--- src/rtl/regfile_pkg.sv ---
// Shared constants, state encoding and address-protection helper for the
// register-file write-port arbiter.
package regfile_pkg;

  localparam int unsigned ADDR_W    = 8;
  localparam int unsigned DATA_W    = 64;
  localparam int unsigned NUM_REGS  = 100;
  localparam logic [63:0] REG1_INIT = 64'hFFFF;

  localparam int unsigned REG_ZERO = 0;
  localparam int unsigned REG_ONES = 1;

  typedef enum logic {
    S_INIT = 1'b0,
    S_RUN  = 1'b1
  } state_t;

  // Registers 0 and 1 hold fixed values; anything past the implemented range is dropped.
  function automatic logic is_writable(input int unsigned addr, input int unsigned nregs);
    return (addr != REG_ZERO) && (addr != REG_ONES) && (addr < nregs);
  endfunction

endpackage

--- src/rtl/rr_arbiter.sv ---
// Combinational round-robin picker: the first asserted request at or after
// ptr (wrapping) wins. The pointer register lives in the parent.
module rr_arbiter #(
  parameter int unsigned NUM_REQ = 3,
  parameter int unsigned IDX_W   = $clog2(NUM_REQ)
) (
  input  logic [NUM_REQ-1:0] req,
  input  logic [IDX_W-1:0]   ptr,
  input  logic               en,
  output logic [NUM_REQ-1:0] grant,
  output logic [IDX_W-1:0]   grant_idx
);

  logic        found;
  int unsigned idx;

  always_comb begin
    grant     = '0;
    grant_idx = '0;
    found     = 1'b0;
    idx       = 0;
    if (en) begin
      for (int unsigned off = 0; off < NUM_REQ; off++) begin
        idx = (32'(ptr) + off) % NUM_REQ;
        if (!found && req[idx]) begin
          grant[idx] = 1'b1;
          grant_idx  = IDX_W'(idx);
          found      = 1'b1;
        end
      end
    end
  end

endmodule

--- src/rtl/regfile_wr_arbiter.sv ---
// Owns the register-file write port: runs the post-reset initialisation sweep,
// then shares the port round-robin between writeback requesters.
module regfile_wr_arbiter #(
  parameter int unsigned NUM_REQ   = 3,
  parameter int unsigned ADDR_W    = regfile_pkg::ADDR_W,
  parameter int unsigned DATA_W    = regfile_pkg::DATA_W,
  parameter int unsigned NUM_REGS  = regfile_pkg::NUM_REGS,
  parameter logic [63:0] REG1_INIT = regfile_pkg::REG1_INIT
) (
  input  logic                      clk,
  input  logic                      reset,
  input  logic                      soft_init,
  input  logic [NUM_REQ-1:0]        req_valid,
  input  logic [NUM_REQ*ADDR_W-1:0] req_addr,
  input  logic [NUM_REQ*DATA_W-1:0] req_data,
  output logic [NUM_REQ-1:0]        req_ready,
  output logic                      rf_we,
  output logic [ADDR_W-1:0]         rf_waddr,
  output logic [DATA_W-1:0]         rf_wdata,
  output logic                      init_done,
  output logic                      wr_err
);

  import regfile_pkg::*;

  localparam int unsigned IDX_W = $clog2(NUM_REQ);

  // Handshake: requester i transfers on a clk edge where req_valid[i] & req_ready[i];
  // ready is one-hot, combinational, and never depends on the same requester's data.
  state_t              state, state_nx;
  logic [ADDR_W-1:0]   init_cnt, init_cnt_nx;
  logic [IDX_W-1:0]    rr_ptr, rr_ptr_nx;
  logic                we_nx, done_nx, err_nx;
  logic [ADDR_W-1:0]   waddr_nx;
  logic [DATA_W-1:0]   wdata_nx;

  logic [NUM_REQ-1:0]  grant;
  logic [IDX_W-1:0]    gidx;
  logic                arb_en, xfer;
  logic [ADDR_W-1:0]   sel_addr;
  logic [DATA_W-1:0]   sel_data;

  assign arb_en    = (state == S_RUN) && !soft_init;
  assign req_ready = grant;
  assign xfer      = |grant;
  assign sel_addr  = req_addr[gidx*ADDR_W +: ADDR_W];
  assign sel_data  = req_data[gidx*DATA_W +: DATA_W];

  rr_arbiter #(
    .NUM_REQ (NUM_REQ),
    .IDX_W   (IDX_W)
  ) u_rr_arbiter (
    .req       (req_valid),
    .ptr       (rr_ptr),
    .en        (arb_en),
    .grant     (grant),
    .grant_idx (gidx)
  );

  always_comb begin
    state_nx    = state;
    init_cnt_nx = init_cnt;
    rr_ptr_nx   = rr_ptr;
    we_nx       = 1'b0;
    waddr_nx    = rf_waddr;
    wdata_nx    = rf_wdata;
    done_nx     = init_done;
    err_nx      = 1'b0;
    case (state)
      S_INIT: begin
        we_nx    = 1'b1;
        waddr_nx = init_cnt;
        wdata_nx = (32'(init_cnt) == REG_ONES) ? DATA_W'(REG1_INIT) : '0;
        if (32'(init_cnt) == NUM_REGS - 1) begin
          state_nx    = S_RUN;
          done_nx     = 1'b1;
          init_cnt_nx = '0;
        end else begin
          init_cnt_nx = init_cnt + 1'b1;
        end
      end
      S_RUN: begin
        if (soft_init) begin
          state_nx    = S_INIT;
          done_nx     = 1'b0;
          init_cnt_nx = '0;
        end else if (xfer) begin
          rr_ptr_nx = (32'(gidx) == NUM_REQ - 1) ? '0 : gidx + 1'b1;
          // Protected or out-of-range writes are still consumed so the requester never stalls.
          if (is_writable(32'(sel_addr), NUM_REGS)) begin
            we_nx    = 1'b1;
            waddr_nx = sel_addr;
            wdata_nx = sel_data;
          end else begin
            err_nx = 1'b1;
          end
        end
      end
      default: state_nx = S_INIT;
    endcase
  end

  always_ff @(posedge clk or posedge reset) begin
    if (reset) begin
      state     <= S_INIT;
      init_cnt  <= '0;
      rr_ptr    <= '0;
      rf_we     <= 1'b0;
      rf_waddr  <= '0;
      rf_wdata  <= '0;
      init_done <= 1'b0;
      wr_err    <= 1'b0;
    end else begin
      state     <= state_nx;
      init_cnt  <= init_cnt_nx;
      rr_ptr    <= rr_ptr_nx;
      rf_we     <= we_nx;
      rf_waddr  <= waddr_nx;
      rf_wdata  <= wdata_nx;
      init_done <= done_nx;
      wr_err    <= err_nx;
    end
  end

endmodule

--- config.mk ---
export PLATFORM = sky130hd
export DESIGN_NAME = regfile_wr_arbiter
export DESIGN_NICKNAME = d
export VERILOG_FILES = /design/src/rtl/regfile_pkg.sv /design/src/rtl/rr_arbiter.sv /design/src/rtl/regfile_wr_arbiter.sv
export SDC_FILE = /design/constraint.sdc
export NUM_CORES = 1
export LEC_CHECK = 0
export ABC_AREA = 1
export CAP_MARGIN = 40
export CORE_MARGIN = 3
export CORE_UTILIZATION = 44
export CTS_CLUSTER_DIAMETER = 120
export CTS_CLUSTER_SIZE = 12
export DETAILED_ROUTE_END_ITERATION = 8
export GPL_ROUTABILITY_DRIVEN = 0
export PLACE_DENSITY = 0.95
export SLEW_MARGIN = 10
export SYNTH_ARGS = -nofsm -noshare
export SYNTH_HDL_FRONTEND = slang
export SYNTH_SLANG_ARGS = --single-unit
--- constraint.sdc ---
create_clock -name clk -period 4.1 [get_ports clk]
set_input_delay 0.615 -clock clk [delete_from_list [all_inputs] [get_ports clk]]
set_output_delay 0.615 -clock clk [all_outputs]
set_load 0.05 [all_outputs]
==> flow_summary_export.csv, run 1 <==
group,metric,value,unit
run_status,status,"finished, final reports clean",
power_and_ir_drop,p_int,2.00,mW
sta,worstMarginPinSlew,0.779,ns
power_and_ir_drop,sw_frac_of_total,37.1,%
clocking,cts_resized,0,
setup_path,worstSetupPathType,"flip-flop to output pin",
final_layout,diodes,0,
floorplan,io_pins,300,
routing,drc_errors,0,
final_layout,fillers,928,
sta,fmax,277,MHz
floorplan,die-height,120,um
sta,finalSetupViolations,0,
power_and_ir_drop,combPwrFrac,39.1,%
clocking,clockRootBuffer,"clkbuf_16",
final_layout,layout-drive-gt1-share,6.13,%
power_and_ir_drop,power,3.19,mW
routing,drt.antenna.violating_nets,0,
setup_path,worstPathCellList,"inv_1 > ha_1 > inv_1 > nand2_1 > nand3_2 > nand2_2 > nor2_2 > nand3_1 > a31oi_1 > clkdlybuf4s50_1",
logic_synthesis,ys_seq_area_share,37.7,%
grt,grt_max_degree,80,
setup_path,crit_fanout,5,
logic_synthesis,yosysUniqueCellTypes,39,
power_and_ir_drop,p_leak,4.35,nW
grt,grt_antenna_before_repair,0,
logic_synthesis,async_flop_share,100,%
final_layout,fin_nets,1333,
final_layout,utilization,73.7,%
placement,dp_hpwl,16500,um
logic_synthesis,yosysWarnings,0,
logic_synthesis,netlist_instances,844,
routing,viasPerCell,5.44,
logic_synthesis,synth_top_area_share,37.7,%
grt,track_usage,29.4,%
logic_synthesis,ys_ff_latch,86,
final_layout,final_cells,1278,
setup_path,critPathBufInv,3,
routing,dr_total_vias,6949,
setup_path,cp.required,3.48,ns
routing,wl_per_cell,17.1,um
power_and_ir_drop,power.share.clock,27.6,%
final_layout,final_common_cell,"nand2_1",
placement,dp_slack,0.549,ns
placement,dp_cells,1262,
floorplan,dieArea,14400,um2
logic_synthesis,yosysTopAreaCell,"dfrtp_1",
sta,slew_headroom,48.0,%
routing,drt_iter0_markers,782,
power_and_ir_drop,switchingPower,1.18,mW
clocking,post-cts-setup-buffers,0,
min_path,worstHoldPathType,"flip-flop to flip-flop",
logic_synthesis,synth-edff-count,0,
sta,min_period_over_period,88.0,%
floorplan,num_rows,40,
logic_synthesis,synth_area_leaders,"dfrtp_1, nand2_1, nand3_1, nand4_1, clkbuf_1",
final_layout,synthToLayoutAreaGrowth,59.1,%
logic_synthesis,synth_area,5700,um2
setup_path,slowest_stage,"clkdlybuf4s50_1",
final_layout,final_area,9070,um2
final_layout,final_cell_mix,"nand2_1, clkdlybuf4s50_1, nand3_1",
routing,totalWireLength,21900,um
sta,hold_viol,0,
clocking,cts_tree,"done",
sta,slew_violations,0,
floorplan,fp.dieW,120,um
flow_run,drv_cap,0,
power_and_ir_drop,p_per_area,351,nW/um2
grt,overflow,0,
clocking,holdBufCountCts,0,
floorplan,start_util,46.3,%
sta,holdWs,0.500,ns
clocking,path_clk_slew,0.06,ns
placement,portBuffers,299,
logic_synthesis,syn_area_per_cell,6.76,um2
power_and_ir_drop,irDropWorstVdd,0.260,mV
sta,fin_worst_skew,0.00623,ns
sta,fin_setup_tns,0,ns
setup_path,worst_ep_arrival_time,2.99,ns
grt,grt_pass1_vias,6777,
routing,dr.pass1.iters,6,
power_and_ir_drop,power_frac_seq,33.2,%
clocking,cts.sinks,86,
floorplan,core-area,12300,um2
clocking,numCtsBuffers,9,
clocking,cts_max_level,3,
grt,grt_pass1_wl,34200,um
setup_path,cp-start-kind,"flip-flop",
placement,placed_cell_area,8750,um2
sta,timing.final.crit_period,3.61,ns
clocking,clockBufferDepth,2,
setup_path,path_delay_family,"buffers and inverters",
setup_path,cp-end-kind,"output pin",
setup_path,cpMostUsedCell,"inv_1",
logic_synthesis,syn-num-nets,1072,
clocking,insertion_delay,0.33,ns
sta,setup_slack,0.493,ns
logic_synthesis,synth_ff_type,"dfrtp_1",
setup_path,max_stage_delay,0.86,ns
sta,rsz0062_at_grt,"no",
sequential cells by signal, summed over array words and instances (netlist names):
name       cells
init_done      1
state          1
wr_err         1
rf_we          1
rr_ptr         2
rf_wdata      64
init_cnt       8
rf_waddr       8
power by group through the flow:
stage | combinational [mW] | sequential, mW | clock (mW)
after global placement | 1.19 | 1.06 | 0
after CTS | 1.24 | 1.06 | 0.886
after floorplan | 0.520 | 1.28 | 0
final | 1.25 | 1.06 | 0.881
after global routing | 1.34 | 1.07 | 0.923
after detailed placement | 1.23 | 1.07 | 0
metal layers:
layer / up-vias / wire length, um / track usage [%]
li1: 3310 / - / -
met1: 3222 / 8060 / 33.8
met2: 366 / 11200 / 52.9
met3: 51 / 2010 / 8.25
met4: 0 / 625 / 9.16
met5: - / 0 / 0
synthesized netlist by cell type, types with 2 or more instances:
| master | count |
|---|---|
| clkbuf_1 | 28 |
| nand3_1 | 179 |
| nand2_1 | 347 |
| nand3_2 | 4 |
| nand4_1 | 51 |
| inv_1 | 26 |
| nor2_1 | 12 |
| buf_6 | 2 |
| ha_1 | 6 |
| buf_2 | 17 |
| o22ai_1 | 6 |
| o21ai_0 | 14 |
| nand3b_1 | 2 |
| dfrtp_1 | 86 |
| nor2_2 | 2 |
| buf_8 | 2 |
| inv_4 | 2 |
| nand2_2 | 8 |
| xor2_1 | 4 |
| buf_1 | 10 |
| buf_4 | 2 |
| inv_2 | 9 |
| nand2_4 | 4 |
| nor3_1 | 3 |
| o21ai_1 | 4 |
tightest hold or removal path, stage by stage, from the launching register on:
cell and delay (ns):
dfrtp_1 0.34, nand3_1 0.07, nand2_1 0.06
logic make-up (layout without fill, tap and decap cells):
kind of cell / after synthesis / count (layout) / synth area share, %
simple gates: 619 / 619 / 49.3
buf+inv: 98 / 364 / 7.70
fa+ha+maj: 6 / 6 / 1.32
compound gates: 30 / 30 / 3.18
flops: 86 / 86 / 37.7
xor+xnor: 5 / 5 / 0.768
final timing paths:
check                      slack (ns)         start            to  cells past startpoint
setup / recovery                 0.49     rr_ptr[0]  req_ready[1]                     10
hold / removal                   0.50  rf_wdata[56]  rf_wdata[56]                      2
setup reg to reg                 0.62     rr_ptr[0]  rf_wdata[14]                     20
hold reg to reg                  0.50  rf_wdata[56]  rf_wdata[56]                      2
max in group asynchronous        2.70         reset  rf_wdata[19]                      3
min in group asynchronous        0.72         reset  rf_wdata[52]                      2
cell type report:
| cell class | instances | area (um2) | share of cell area, % |
|---|---|---|---|
| repair buffers | 311 | 3130 | 34.5 |
| well taps | 168 | 210 | 2.32 |
| flip-flops and latches | 86 | 2160 | 23.8 |
| clock inverters | 7 | 95.1 | 1.05 |
| inverters | 37 | 145 | 1.60 |
| clock buffers | 9 | 225 | 2.48 |
| multi-input cells | 660 | 3110 | 34.3 |
No activity file was read; power rests on OpenSTA's default activity.
==> inputs of run 2 (changes only) <==
--- a/config.mk
+++ b/config.mk
@@ -6,6 +6,7 @@
 export NUM_CORES = 1
 export LEC_CHECK = 0
 export ABC_AREA = 1
+export ABC_CLOCK_PERIOD_IN_PS = 4100
 export CAP_MARGIN = 40
 export CORE_MARGIN = 3
 export CORE_UTILIZATION = 44
==> results of run 2 <==
No change in the layout: final DEF, timing and power equal those of run 1.
